--- src/rtl/pc_gen_pkg.sv ---
// Shared defines for the fetch PC generator: enable levels and FSM encoding.
package pc_gen_pkg;

  localparam logic CHIP_ENABLE  = 1'b1;
  localparam logic CHIP_DISABLE = 1'b0;
  localparam logic ENABLE       = 1'b1;
  localparam logic DISABLE      = 1'b0;
  localparam logic NO_STOP      = 1'b0;

  // OFF: memory disabled, RUN: normal fetch, PEND: jump captured under stall
  typedef enum logic [1:0] {
    ST_OFF  = 2'd0,
    ST_RUN  = 2'd1,
    ST_PEND = 2'd2
  } pc_state_e;

endpackage

--- src/rtl/pc_next_sel.sv ---
// Combinational next-PC / delay-slot selection for pc_gen.
module pc_next_sel
  import pc_gen_pkg::*;
#(
  parameter int              ADDR_W    = 16,
  parameter int              PC_STEP   = 1,
  parameter logic [ADDR_W-1:0] RESET_VEC = '0
) (
  input  pc_state_e          state,
  input  logic [ADDR_W-1:0]  pc,
  input  logic [ADDR_W-1:0]  pend_tgt,
  input  logic               stall0,
  input  logic               flush,
  input  logic [ADDR_W-1:0]  flush_pc,
  input  logic               jump,
  input  logic [ADDR_W-1:0]  jump_tgt,
  input  logic               ids,
  output logic [ADDR_W-1:0]  pc_nxt,
  output logic               ids_nxt
);

  // step truncated to the address width; the add wraps with no carry out
  localparam logic [ADDR_W-1:0] STEP = ADDR_W'(PC_STEP);

  // priority: flush > new jump > pending jump > stall hold > increment
  always_comb begin
    pc_nxt  = pc;
    ids_nxt = ids;
    if (state == ST_OFF) begin
      // leaving OFF presents RESET_VEC once before any update
      pc_nxt  = RESET_VEC;
      ids_nxt = DISABLE;
    end else if (flush) begin
      pc_nxt  = flush_pc;
      ids_nxt = DISABLE;
    end else if (jump) begin
      ids_nxt = ENABLE;
      if (!stall0) pc_nxt = jump_tgt;
    end else if (state == ST_PEND && !stall0) begin
      pc_nxt = pend_tgt;
    end else if (!stall0) begin
      pc_nxt  = pc + STEP;
      ids_nxt = DISABLE;
    end
  end

endmodule

--- src/rtl/pc_gen.sv ---
// Instruction fetch PC generator with flush, jump and stall-deferred jump.
module pc_gen
  import pc_gen_pkg::*;
#(
  parameter int                ADDR_W    = 16,
  parameter int                PC_STEP   = 1,
  parameter logic [ADDR_W-1:0] RESET_VEC = '0,
  parameter int                STALL_W   = 6
) (
  input  logic               clk,
  input  logic               rst,
  input  logic [STALL_W-1:0] stall,
  input  logic               flush,
  input  logic [ADDR_W-1:0]  flush_pc,
  input  logic               jump_i,
  input  logic [ADDR_W-1:0]  jump_target_addr_i,
  output logic [ADDR_W-1:0]  pc,
  output logic               ce,
  output logic               in_delay_slot_o,
  output logic               jump_pending_o
);

  pc_state_e         state, state_nxt;
  logic [ADDR_W-1:0] tgt_q, tgt_nxt, pc_nxt;
  logic              ids_q, ids_nxt;
  logic              stall0;

  // only the fetch-stage stall bit matters here
  assign stall0 = (stall[0] != NO_STOP);
  logic unused_stall;
  assign unused_stall = ^stall[STALL_W-1:1];

  pc_next_sel #(
    .ADDR_W   (ADDR_W),
    .PC_STEP  (PC_STEP),
    .RESET_VEC(RESET_VEC)
  ) u_sel (
    .state   (state),
    .pc      (pc),
    .pend_tgt(tgt_q),
    .stall0  (stall0),
    .flush   (flush),
    .flush_pc(flush_pc),
    .jump    (jump_i),
    .jump_tgt(jump_target_addr_i),
    .ids     (ids_q),
    .pc_nxt  (pc_nxt),
    .ids_nxt (ids_nxt)
  );

  // FSM next state and jump-target capture (latest jump under stall wins)
  always_comb begin
    state_nxt = state;
    tgt_nxt   = tgt_q;
    unique case (state)
      ST_OFF: state_nxt = ST_RUN;
      ST_RUN, ST_PEND: begin
        if (flush) begin
          state_nxt = ST_RUN;
        end else if (jump_i) begin
          if (stall0) begin
            tgt_nxt   = jump_target_addr_i;
            state_nxt = ST_PEND;
          end else begin
            state_nxt = ST_RUN;
          end
        end else if (state == ST_PEND && !stall0) begin
          state_nxt = ST_RUN;
        end
      end
      default: state_nxt = ST_OFF;
    endcase
  end

  // state, pc, delay-slot and captured target registers; sync reset wins over all
  always_ff @(posedge clk) begin
    if (rst) begin
      state <= ST_OFF;
      pc    <= RESET_VEC;
      ids_q <= DISABLE;
      tgt_q <= RESET_VEC;
    end else begin
      state <= state_nxt;
      pc    <= pc_nxt;
      ids_q <= ids_nxt;
      tgt_q <= tgt_nxt;
    end
  end

  assign ce              = (state == ST_OFF) ? CHIP_DISABLE : CHIP_ENABLE;
  assign in_delay_slot_o = ids_q;
  assign jump_pending_o  = (state == ST_PEND);

endmodule

--- config.mk ---
export PLATFORM = sky130hd
export DESIGN_NAME = pc_gen
export DESIGN_NICKNAME = d
export VERILOG_FILES = /design/src/rtl/pc_gen_pkg.sv /design/src/rtl/pc_next_sel.sv /design/src/rtl/pc_gen.sv
export SDC_FILE = /design/constraint.sdc
export NUM_CORES = 1
export LEC_CHECK = 0
export CAP_MARGIN = 20
export CORE_MARGIN = 10
export CORE_UTILIZATION = 45
export DETAILED_ROUTE_END_ITERATION = 12
export GPL_ROUTABILITY_DRIVEN = 0
export PLACE_DENSITY = 0.76
export SETUP_SLACK_MARGIN = 0.15
export SLEW_MARGIN = 20
export SYNTH_ARGS = -nofsm -noshare
export SYNTH_HDL_FRONTEND = slang
export SYNTH_SLANG_ARGS = --single-unit
--- constraint.sdc ---
create_clock -name clk -period 2.4 [get_ports clk]
set_clock_uncertainty 0.2 [all_clocks]
set_input_delay 0.48 -clock clk [delete_from_list [all_inputs] [get_ports clk]]
set_output_delay 0.48 -clock clk [all_outputs]
set_load 0.02 [all_outputs]
==> impl_metrics.ini, run 1 <==
[status]
status = complete, no violations

[setup_path]
crit_type = register to output port
cp-start-kind = register
rr_endpoint = pc[6]
cpPeakStageDelay_ns = 0.68
worst_setup_path_end_kind = output port
crit_family = buffers and inverters
r2r_cells = 6
cp_num_buf_inv = 1
crit_chain = clkdlybuf4s50_1
r2r_setup_slack_ns = 0.32
worst_ep_required_time_ns = 1.72
arrival_ns = 1.47
crit_slowest_cell = clkdlybuf4s50_1
timing.rr.start = state[0]
path_max_fanout = 8

[global_route]
grt_first_pass_wirelength_mm = 10.29
antenna_found_initial = 0
grtUsageTotal = 0.1650
gr-total-overflow = 0
grt_max_degree = 32
grt_pass1_vias = 2053

[hold_path]
min_path_cells = 2
whs_endpoint = tgt_q[11]
hold_class = register to register
hp-start = tgt_q[11]

[logic_synthesis]
yosys_warnings = 0
synth-async-reset-ratio = 0
synth_top_area_frac = 0.3298
yosysUniqueCellTypes = 45
yosys.area.top_type = dfxtp_1
synth_area_leaders = dfxtp_1 (33%), a21oi_1 (12%), nand2_1 (9.7%), nor2_1 (3.9%), xor2_1 (2.9%)
syn-num-nets = 335
synthFlopType = dfxtp_1
synth-seq-cells = 35
ys_seq_area_frac = 0.3298
syn-cell-area_um2 = 2125
avgSynthCellArea_um2 = 7.351
syn_inst = 289
synth_edf_count = 0

[finish]
final_cell_mix = nand2_1 (55), clkdlybuf4s50_1 (53), a21oi_1 (50), dfxtp_1 (35), nor2_1 (22)
n_antenna_cell = 0
mostFrequentLayoutCell = nand2_1
syn_to_final_growth_pct = 36.63
nNetsFinal = 393
drive_above_1_share = 0.09483
final_core_util = 0.6488
fillCellCount = 411

[routing]
wirelength_mm = 6.447
drtPass1Iterations = 5
ant_nets = 0
drc_errors = 0
drt_iter0_drc = 271
viasPerCell = 5.660
routedWlPerCell_um = 16.12
route.vias.total = 2264

[timing]
rsz0062_at_grt = no
setup_ws_ns = 0.2512
max_slew.worst_pin.slew_ns = 0.3955
fin_crit_ns = 2.149
hold_viol = 0
holdWs_ns = 0.2557
setup_viol = 0
max_clock_freq_ghz = 0.4654
finalSetupTns_ns = 0
drv_slew = 0
final.period_utilization = 0.8953
relSlewSlack = 0.7335

[floorplan]
boundaryPins = 61
coreArea_um2 = 4474
rows = 24
floorplan.die_area_um2 = 7869
die_h_um = 88.71
start_util = 0.4748
chipWidth_um = 88.71

[power]
leakage_nw = 1.101
p_per_area_nw_per_um2 = 506.7
power.clock.fraction = 0.376
ir_drop_mv = 0.4205
net-switching-power_w = 0.0003883
p_int_w = 0.001082
p_seq_frac = 0.429
p_comb_frac = 0.196
power.share.switching = 0.2640
power_w = 0.001471

[cts]
cts_root_buf = clkbuf_8
cts_tree = built
cts_sinks = 35
path_clk_slew_ns = 0.07
numCtsBuffers = 5
h-tree-depth = 2
ctsHoldBuffers = 0
clock_path_buffers = 2
clock_latency_ns = 0.29

[place]
hpwl_mm = 4.817
place_ws_ns = 0.09718
portBuffers = 55

[run]
cap_violations = 0
worst max path at each step:
stage | from | end | depth (start not counted)
floorplan | state[0] | pc[8] | 7
global placement | stall[0] | pc[10] | 6
detailed placement | rst | pc[6] | 5
CTS | state[0] | jump_pending_o | 3
global route | stall[0] | pc[11] | 6
finish | pc[2] | pc[2] | 1
Yosys cell counts (all sizes together) (4+ instances only):
cell / n
nand3: 9
nor3: 7
a21oi: 50
dfxtp: 35
nand2: 55
buf: 5
mux2i: 5
nor4: 4
clkbuf: 13
nor2: 22
xor2: 7
inv: 9
nand3b: 6
o21ai: 12
ha: 4
nand2b: 4
xnor2: 5
logic make-up (layout without fill, tap and decap cells):
group | Yosys count | after routing | share of synthesized area
mux | 5 | 5 | 0.02356
simple gates | 122 | 122 | 0.2968
xor+xnor | 12 | 12 | 0.04947
fa+ha+maj | 4 | 4 | 0.02356
buf+inv | 27 | 86 | 0.05065
flops | 35 | 35 | 0.3298
compound gates | 84 | 84 | 0.2262
power groups by stage:
stage	Clock (W)	Combinational, W	Sequential (W)
finish	0.000552	0.000288	0.000631
detailed placement	0	0.000287	0.000643
global placement	0	0.000283	0.000643
floorplan	0	0.000126	0.000654
CTS	0.000559	0.000288	0.000630
global route	0.000588	0.000314	0.000634
worst min-delay path: stages (launching register included):
cell and delay, ns:
dfxtp_1 0.31, nand2_1 0.05, a21oi_1 0.05
metal layers:
metal / part of all wire / vias to the layer above / track usage
li1: - / 1130 / -
met1: 0.45 / 1034 / 0.2222
met2: 0.46 / 90 / 0.2493
met3: 0.079 / 10 / 0.04596
met4: 0.012 / 0 / 0.04846
met5: 0 / - / 0
flip-flops by register name, summed over array words and instances, names as in the netlist:
name and flops:
in_delay_slot_o 1, tgt_q 16, pc 16, state 2
stage by stage:
| step | std cells | cell area, µm² |
|---|---|---|
| after global routing | 400 | 2903 |
| after detailed placement | 392 | 2784 |
| after CTS | 400 | 2900 |
| after floorplan | 289 | 2125 |
| final | 400 | 2903 |
| after global placement | 392 | 2784 |
area by class of cell:
class | instances | area, µm² | area share
Multi-Input combinational cell | 227 | 1316 | 0.4534
Clock buffer | 6 | 82.58 | 0.02845
Timing Repair Buffer | 69 | 669.4 | 0.2306
Tap cell | 52 | 65.06 | 0.02241
Inverter | 9 | 33.78 | 0.01164
Sequential cell | 35 | 700.7 | 0.2414
Clock inverter | 2 | 35.03 | 0.01207
what timing repair did:
item | CTS | global route
resized for setup | 1 | 1
setup buffers | 0 | 0
setup endpoints to repair | 1 | 1
(Power assumes the default switching activity.)
==> run 2: changes to the inputs <==
--- a/config.mk
+++ b/config.mk
@@ -8,6 +8,7 @@
 export CAP_MARGIN = 20
 export CORE_MARGIN = 10
 export CORE_UTILIZATION = 45
+export CTS_CLUSTER_DIAMETER = 50
 export DETAILED_ROUTE_END_ITERATION = 12
 export GPL_ROUTABILITY_DRIVEN = 0
 export PLACE_DENSITY = 0.76
==> results of run 2 <==
The final DEF is identical to that of run 1; final timing and power are the same.
